File: src/rtl/int_issue_select.sv
// Integer issue select: picks one ready queue entry per cycle into a registered valid/ready slot.
// Optional INT_ISSUE_OLDEST_FIRST_EN selects the oldest ready entry by active-list age instead of the lowest index.
package mips_core_pkg;
    typedef enum logic [3:0] {
        ALUCTL_NOP,
        ALUCTL_ADD,
        ALUCTL_SUB,
        ALUCTL_AND,
        ALUCTL_OR,
        ALUCTL_XOR,
        ALUCTL_SLT,
        ALUCTL_SLL,
        ALUCTL_SRL,
        ALUCTL_SRA,
        ALUCTL_LUI
    } AluCtl;

    typedef enum logic {
        NOT_TAKEN = 1'b0,
        TAKEN     = 1'b1
    } BranchOutcome;
endpackage

module int_issue_select #(
    parameter int INT_QUEUE_SIZE = 8,
    parameter int PHYS_REG_IDX   = 6,
    parameter int AL_IDX         = 5,
    parameter int DATA_WIDTH     = 32,
    parameter int ADDR_WIDTH     = 32
) (
    input  logic                                   clk,
    input  logic                                   rst_n,
    input  logic [INT_QUEUE_SIZE-1:0]              entry_busy,
    input  logic [INT_QUEUE_SIZE-1:0]              rdy_src1,
    input  logic [INT_QUEUE_SIZE-1:0]              rdy_src2,
    input  logic [INT_QUEUE_SIZE*PHYS_REG_IDX-1:0] src1,
    input  logic [INT_QUEUE_SIZE*PHYS_REG_IDX-1:0] src2,
    input  logic [INT_QUEUE_SIZE*DATA_WIDTH-1:0]   imm,
    input  mips_core_pkg::AluCtl                   alu_ctl [INT_QUEUE_SIZE],
    input  logic [INT_QUEUE_SIZE-1:0]              is_branch,
    input  mips_core_pkg::BranchOutcome            prediction [INT_QUEUE_SIZE],
    input  logic [INT_QUEUE_SIZE*ADDR_WIDTH-1:0]   recovery_target,
    input  logic [INT_QUEUE_SIZE*AL_IDX-1:0]       al_id,
    input  logic [AL_IDX-1:0]                      al_head,
    input  logic                                   flush_valid,
    input  logic [AL_IDX-1:0]                      flush_id,
    input  logic                                   ex_ready,
    output logic [INT_QUEUE_SIZE-1:0]              grant,
    output logic                                   out_valid,
    output logic [PHYS_REG_IDX-1:0]                out_src1,
    output logic [PHYS_REG_IDX-1:0]                out_src2,
    output logic [DATA_WIDTH-1:0]                  out_imm,
    output mips_core_pkg::AluCtl                   out_alu_ctl,
    output logic                                   out_is_branch,
    output mips_core_pkg::BranchOutcome            out_prediction,
    output logic [ADDR_WIDTH-1:0]                  out_recovery_target,
    output logic [AL_IDX-1:0]                      out_al_id
);
    import mips_core_pkg::*;

    localparam int IDX_W = (INT_QUEUE_SIZE > 1) ? $clog2(INT_QUEUE_SIZE) : 1;

    logic [PHYS_REG_IDX-1:0] src1_arr [INT_QUEUE_SIZE];
    logic [PHYS_REG_IDX-1:0] src2_arr [INT_QUEUE_SIZE];
    logic [DATA_WIDTH-1:0]   imm_arr  [INT_QUEUE_SIZE];
    logic [ADDR_WIDTH-1:0]   tgt_arr  [INT_QUEUE_SIZE];
    logic [AL_IDX-1:0]       id_arr   [INT_QUEUE_SIZE];

    for (genvar g = 0; g < INT_QUEUE_SIZE; g++) begin : g_unpack
        assign src1_arr[g] = src1[g*PHYS_REG_IDX +: PHYS_REG_IDX];
        assign src2_arr[g] = src2[g*PHYS_REG_IDX +: PHYS_REG_IDX];
        assign imm_arr[g]  = imm[g*DATA_WIDTH +: DATA_WIDTH];
        assign tgt_arr[g]  = recovery_target[g*ADDR_WIDTH +: ADDR_WIDTH];
        assign id_arr[g]   = al_id[g*AL_IDX +: AL_IDX];
    end

    logic [INT_QUEUE_SIZE-1:0] candidate;
    logic                      slot_free;
    logic                      sel_found;
    logic [IDX_W-1:0]          sel_idx;
    logic                      do_issue;

    assign candidate = entry_busy & rdy_src1 & rdy_src2;
    assign slot_free = !out_valid || ex_ready;

`ifdef INT_ISSUE_OLDEST_FIRST_EN
    localparam int LVLS = $clog2(INT_QUEUE_SIZE);

    // Pairwise min-age tree; ids are unique so strict compare never ties between valid nodes.
    logic              lvl_vld [LVLS+1][INT_QUEUE_SIZE];
    logic [IDX_W-1:0]  lvl_idx [LVLS+1][INT_QUEUE_SIZE];
    logic [AL_IDX-1:0] lvl_age [LVLS+1][INT_QUEUE_SIZE];

    always_comb begin
        for (int l = 0; l <= LVLS; l++) begin
            for (int i = 0; i < INT_QUEUE_SIZE; i++) begin
                lvl_vld[l][i] = 1'b0;
                lvl_idx[l][i] = '0;
                lvl_age[l][i] = '0;
            end
        end
        for (int i = 0; i < INT_QUEUE_SIZE; i++) begin
            lvl_vld[0][i] = candidate[i];
            lvl_idx[0][i] = IDX_W'(i);
            lvl_age[0][i] = id_arr[i] - al_head;
        end
        for (int l = 1; l <= LVLS; l++) begin
            for (int i = 0; i < (INT_QUEUE_SIZE >> l); i++) begin
                if (lvl_vld[l-1][2*i+1] &&
                    (!lvl_vld[l-1][2*i] || (lvl_age[l-1][2*i+1] < lvl_age[l-1][2*i]))) begin
                    lvl_vld[l][i] = 1'b1;
                    lvl_idx[l][i] = lvl_idx[l-1][2*i+1];
                    lvl_age[l][i] = lvl_age[l-1][2*i+1];
                end else begin
                    lvl_vld[l][i] = lvl_vld[l-1][2*i];
                    lvl_idx[l][i] = lvl_idx[l-1][2*i];
                    lvl_age[l][i] = lvl_age[l-1][2*i];
                end
            end
        end
        sel_found = lvl_vld[LVLS][0];
        sel_idx   = lvl_idx[LVLS][0];
    end
`else
    always_comb begin
        sel_found = 1'b0;
        sel_idx   = '0;
        for (int i = INT_QUEUE_SIZE - 1; i >= 0; i--) begin
            if (candidate[i]) begin
                sel_found = 1'b1;
                sel_idx   = IDX_W'(i);
            end
        end
    end
`endif

    assign do_issue = rst_n && !flush_valid && slot_free && sel_found;

    always_comb begin
        grant = '0;
        if (do_issue) begin
            grant[sel_idx] = 1'b1;
        end
    end

    logic [AL_IDX-1:0] slot_age;
    logic [AL_IDX-1:0] flush_age;

    // Modular subtraction keeps ages correct across active-list wrap.
    assign slot_age  = out_al_id - al_head;
    assign flush_age = flush_id - al_head;

    always_ff @(posedge clk) begin
        if (!rst_n) begin
            out_valid           <= 1'b0;
            out_src1            <= '0;
            out_src2            <= '0;
            out_imm             <= '0;
            out_alu_ctl         <= ALUCTL_NOP;
            out_is_branch       <= 1'b0;
            out_prediction      <= TAKEN;
            out_recovery_target <= '0;
            out_al_id           <= '0;
        end else if (flush_valid) begin
            if ((slot_age > flush_age) || ex_ready) begin
                out_valid <= 1'b0;
            end
        end else if (do_issue) begin
            out_valid           <= 1'b1;
            out_src1            <= src1_arr[sel_idx];
            out_src2            <= src2_arr[sel_idx];
            out_imm             <= imm_arr[sel_idx];
            out_alu_ctl         <= alu_ctl[sel_idx];
            out_is_branch       <= is_branch[sel_idx];
            out_prediction      <= prediction[sel_idx];
            out_recovery_target <= tgt_arr[sel_idx];
            out_al_id           <= id_arr[sel_idx];
        end else if (ex_ready) begin
            out_valid <= 1'b0;
        end
    end

endmodule

File: config.mk
export PLATFORM = sky130hd
export DESIGN_NAME = int_issue_select
export DESIGN_NICKNAME = d
export VERILOG_FILES = /design/src/rtl/int_issue_select.sv
export SDC_FILE = /design/constraint.sdc
export NUM_CORES = 1
export LEC_CHECK = 0
export ABC_AREA = 1
export ABC_CLOCK_PERIOD_IN_PS = 2700
export BUFFER_PORTS_ARGS = -buffer_cell sky130_fd_sc_hd__buf_2
export CORE_AREA = 8 8 320 322
export CTS_BUF_LIST = sky130_fd_sc_hd__clkbuf_4 sky130_fd_sc_hd__clkbuf_8
export DETAILED_ROUTE_END_ITERATION = 10
export DIE_AREA = 0 0 328 330
export GPL_ROUTABILITY_DRIVEN = 0
export GPL_TIMING_DRIVEN = 0
export PLACE_DENSITY_LB_ADDON = 0.15
export SYNTH_ARGS = -nofsm -noshare
export SYNTH_HDL_FRONTEND = slang
export SYNTH_SLANG_ARGS = --single-unit
File: constraint.sdc
create_clock -name clk -period 2.7 [get_ports clk]
set_clock_uncertainty 0.15 [all_clocks]
set_input_delay 0.135 -clock clk [delete_from_list [all_inputs] [get_ports clk]]
set_output_delay 0.135 -clock clk [all_outputs]
set_load 0.01 [all_outputs]
==> flow_results.org <==
** Placed design
- Dpl cells :: 4341
- Detailed placement finished with a half-perimeter wire length of 95800 µm.
- DP Area :: 17100 µm²
- Number of buffers inserted by port buffering :: 829

** Synth
- Portion of the post-synthesis area used by sequential elements :: 0.156
- Among all flip-flop cells after synthesis, the most frequent one is dfxtp_1.
- Ranking of synthesized cells by area :: nand3_1, nand2_1, dfxtp_1, inv_1, nor2_1
- Synthesis inferred 88 register bits.
- Average size of a mapped cell :: 5.08 µm²
- Synth area leader :: nand3_1
- After synthesis, the most frequently instantiated cells are nand2_1, nand3_1, inv_1.
- The synthesized design contains 0 enable-type register cells.
- The number of nets in the synthesized netlist is 2972.
- Counting flops with an async set or reset pin after synthesis yields a share of 0.
- The cell count after synthesis came out at 2223.
- Post-synthesis instance area :: 11300 µm²
- Synthesis warning total :: 0
- Synth cell types :: 29
- The share of synthesized area in the top cell type comes to 0.251.
- Library cell with the highest instance count after synthesis :: nand2_1

** Worst setup path
- Source of the worst register-to-register timing path :: out_al_id[0]
- Kind of launch point of the worst setup path :: primary input
- Worst endpoint data arrival time :: 2.85 ns
- Critical path origin :: entry_busy[0]
- The worst setup path is captured at a flop.
- At the worst endpoint, the required time is 2.93 ns.
- Maximum fanout encountered on the critical timing path :: 10
- Reg2Reg Capture Point :: out_valid
- Following the worst setup path forward leads to its endpoint at out_imm[23].
- Cell depth of the worst flop-to-flop path :: 12
- The worst setup path is of the in -> reg kind.
- Worst reg-to-reg setup slack :: 0.36 ns

** Floorplan
- For this design the top-level I/O count stands at 830.
- For this configuration, the core starts out at a cell density of 0.116.
- After floorplanning, the core was sized to cover 97400 µm².
- Height of the die :: 330 µm
- The floorplan has 115 rows.
- Die area :: 108000 µm²
- From left edge to right edge, the die measures 328 µm.

** Detailed routing
- Final routed wire length divided by cell count :: 24.7 µm
- Routed WL :: 114000 µm
- Antenna-violating nets left :: 0
- DRC violation count after routing :: 0
- In this run, the number of DRC markers left after iteration 0 of detailed routing was 953.
- Across all layers, the routed design uses 18700 vias.
- After detailed routing, the number of vias per cell comes to 4.05.
- Number of detailed-routing iterations run before antenna repair :: 5

** Global routing
- The number of global-route vias before repair came to 19600.
- Entering global routing, the biggest net connects 20 pins.
- For this run, the total global-route usage over all layers was measured as 0.200.
- The first global-routing pass estimated 152000 µm of wire.
- Total global routing overflow :: 0
- Antenna violations before repair :: 42

** Cells and area
- Area used by multi-input combinational logic :: 7520 µm²
- Fill cells :: 11800
- Registers take 1760 µm².
- Relative to the synthesized area, the layout overhead comes to 76.4%.
- After routing the design area is 19900 µm².
- Once layout is complete, the utilization of the core stands at 0.204.
- The finished layout holds 4621 standard cells, fillers aside.
- Share of cells above drive strength 1 :: 0.303
- Nets@finish :: 4052

** STA
- Achievable frequency :: 382 MHz
- Final Slew Violations :: 0
- For the final routed database, the setup TNS stands at 0 ns.
- Final Cycle Share :: 0.969
- Transition time at the pin with the least slew margin :: 1.19 ns
- Count of endpoints failing setup in the final report :: 0
- Measured against its own limit, the worst slew margin works out to 0.207.
- The hold violation total from the final report is 0.
- Crit path time final :: 2.62 ns
- Setup repair after global routing could not meet its margin everywhere.

** Clock network
- Cts bufs inserted :: 9
- H-tree level count :: 3
- Insertion delay to the later sink of the worst-skew pair :: 0.44 ns
- After clock tree synthesis, the clock-pin slew on the worst setup and hold paths is 0.13 ns.
- Clock root buffer :: clkbuf_8
- Buffer depth of the longest clock path :: 2
- CTS tree :: yes
- Sink count of the clock tree :: 88

** Power
- Worst supply voltage drop on vdd :: 0.195 mV
- In this run the power density over the cells is 350 nW/µm².
- For this design the static power due to leakage is 11.2 nW.

** Status
- Status :: completed

** Hold path
- The worst hold path belongs to the class in -> reg.

** Flow run
- Max-cap violations in this run came to 0.
## layout by cell type (no fill, tap or decap), types with 6 or more instances in the layout
cell type      Yosys  routed
buf_4             46      50
clkbuf_2           0      11
o21ai_0           88      88
clkbuf_1          50      38
dlygate4sd3_1      0     234
nand2_1          584     584
nand3_1          565     564
nand3b_1           6       6
inv_2              5       6
clkbuf_4           0      11
ha_1              13      13
buf_1             12      11
dfxtp_1           88      88
a21oi_1          116     115
buf_2             67     883
diode_2            0      26
clkbuf_8           0       9
nor2_1           242     242
inv_1            304     302
## worst max-delay path, stage by stage
cell,delay [ns]
buf_2,0.11
nand3_1,0.14
nand2_2,0.13
inv_1,0.19
nand2_1,0.17
inv_2,0.34
clkbuf_1,0.76
a21oi_2,0.39
nand3_1,0.25
nand2_1,0.09
a21oi_1,0.11
## per-stage QoR
step,hold WS (ns),total power [W],setup WS (ns)
finish,0.0399,0.00696,0.0834
global route,0.0266,0.00753,-0.0296
CTS,0.000384,0.00712,-0.0733
detailed placement,0.284,0.00537,-0.805
global placement,0.282,0.00535,-1.31
floorplan,0.104,0.00328,0.538
## timing repair
action	in CTS	in global routing
buffers inserted	2	3
pin swaps	0	1
resized for setup	10	49
hold buffers	234	0
endpoints found under the setup margin	18	52
endpoints found under the hold margin	84	0
## power breakdown
group | internal (W) | switching [W]
Sequential | 0.00141 | 0.0000581
Clock | 0.000545 | 0.000679
Combinational | 0.00163 | 0.00264
Total | 0.00358 | 0.00338
## cell type report
type / instances / area share
diodes: 26 / 0.00327
plain buffers: 174 / 0.0495
clock buffers: 11 / 0.00698
clock inverters: 5 / 0.00409
inverters: 309 / 0.0585
multi-input cells: 1651 / 0.378
flip-flops and latches: 88 / 0.0885
well taps: 1287 / 0.0809
repair buffers: 1070 / 0.331
## logic make-up (layout without fill, tap and decap cells)
kind of cell / after synthesis / count (layout) / share of synthesized area
xor gates and xnor gates: 8 / 8 / 0.00621
and+or+nand+nor: 1415 / 1415 / 0.540
other: 0 / 26 / 0
AOI/OAI and AO/OA: 213 / 213 / 0.0956
DFF: 88 / 88 / 0.156
adders and majority gates: 15 / 15 / 0.0180
buffers and inverters: 484 / 1569 / 0.184
## worst min path at each step
stage | startpoint | to | slack [ns] | depth (start not counted)
after floorplan | rst_n | out_valid | 0.10 | 2
after global routing | imm[124] | out_imm[28] | 0.03 | 5
after detailed placement | ex_ready | out_valid | 0.28 | 4
after global placement | ex_ready | out_valid | 0.28 | 4
after CTS | imm[120] | out_imm[24] | 0.0004 | 7
final | imm[124] | out_imm[28] | 0.04 | 5
## routing by layer
layer / wire [µm] / share of wire / global-route usage
met5: 67 / 0.00059 / 0
met4: 3290 / 0.029 / 0.0620
met2: 56000 / 0.49 / 0.352
met1: 48000 / 0.42 / 0.243
met3: 6810 / 0.060 / 0.0418
## flip-flops by register name, indices dropped and copies added, names as in the netlist
signal	cells
out_recovery_target	32
out_alu_ctl	4
out_is_branch	1
out_src2	6
out_imm	32
out_valid	1
out_src1	6
out_prediction	1
out_al_id	5
(Power assumes the default switching activity.)
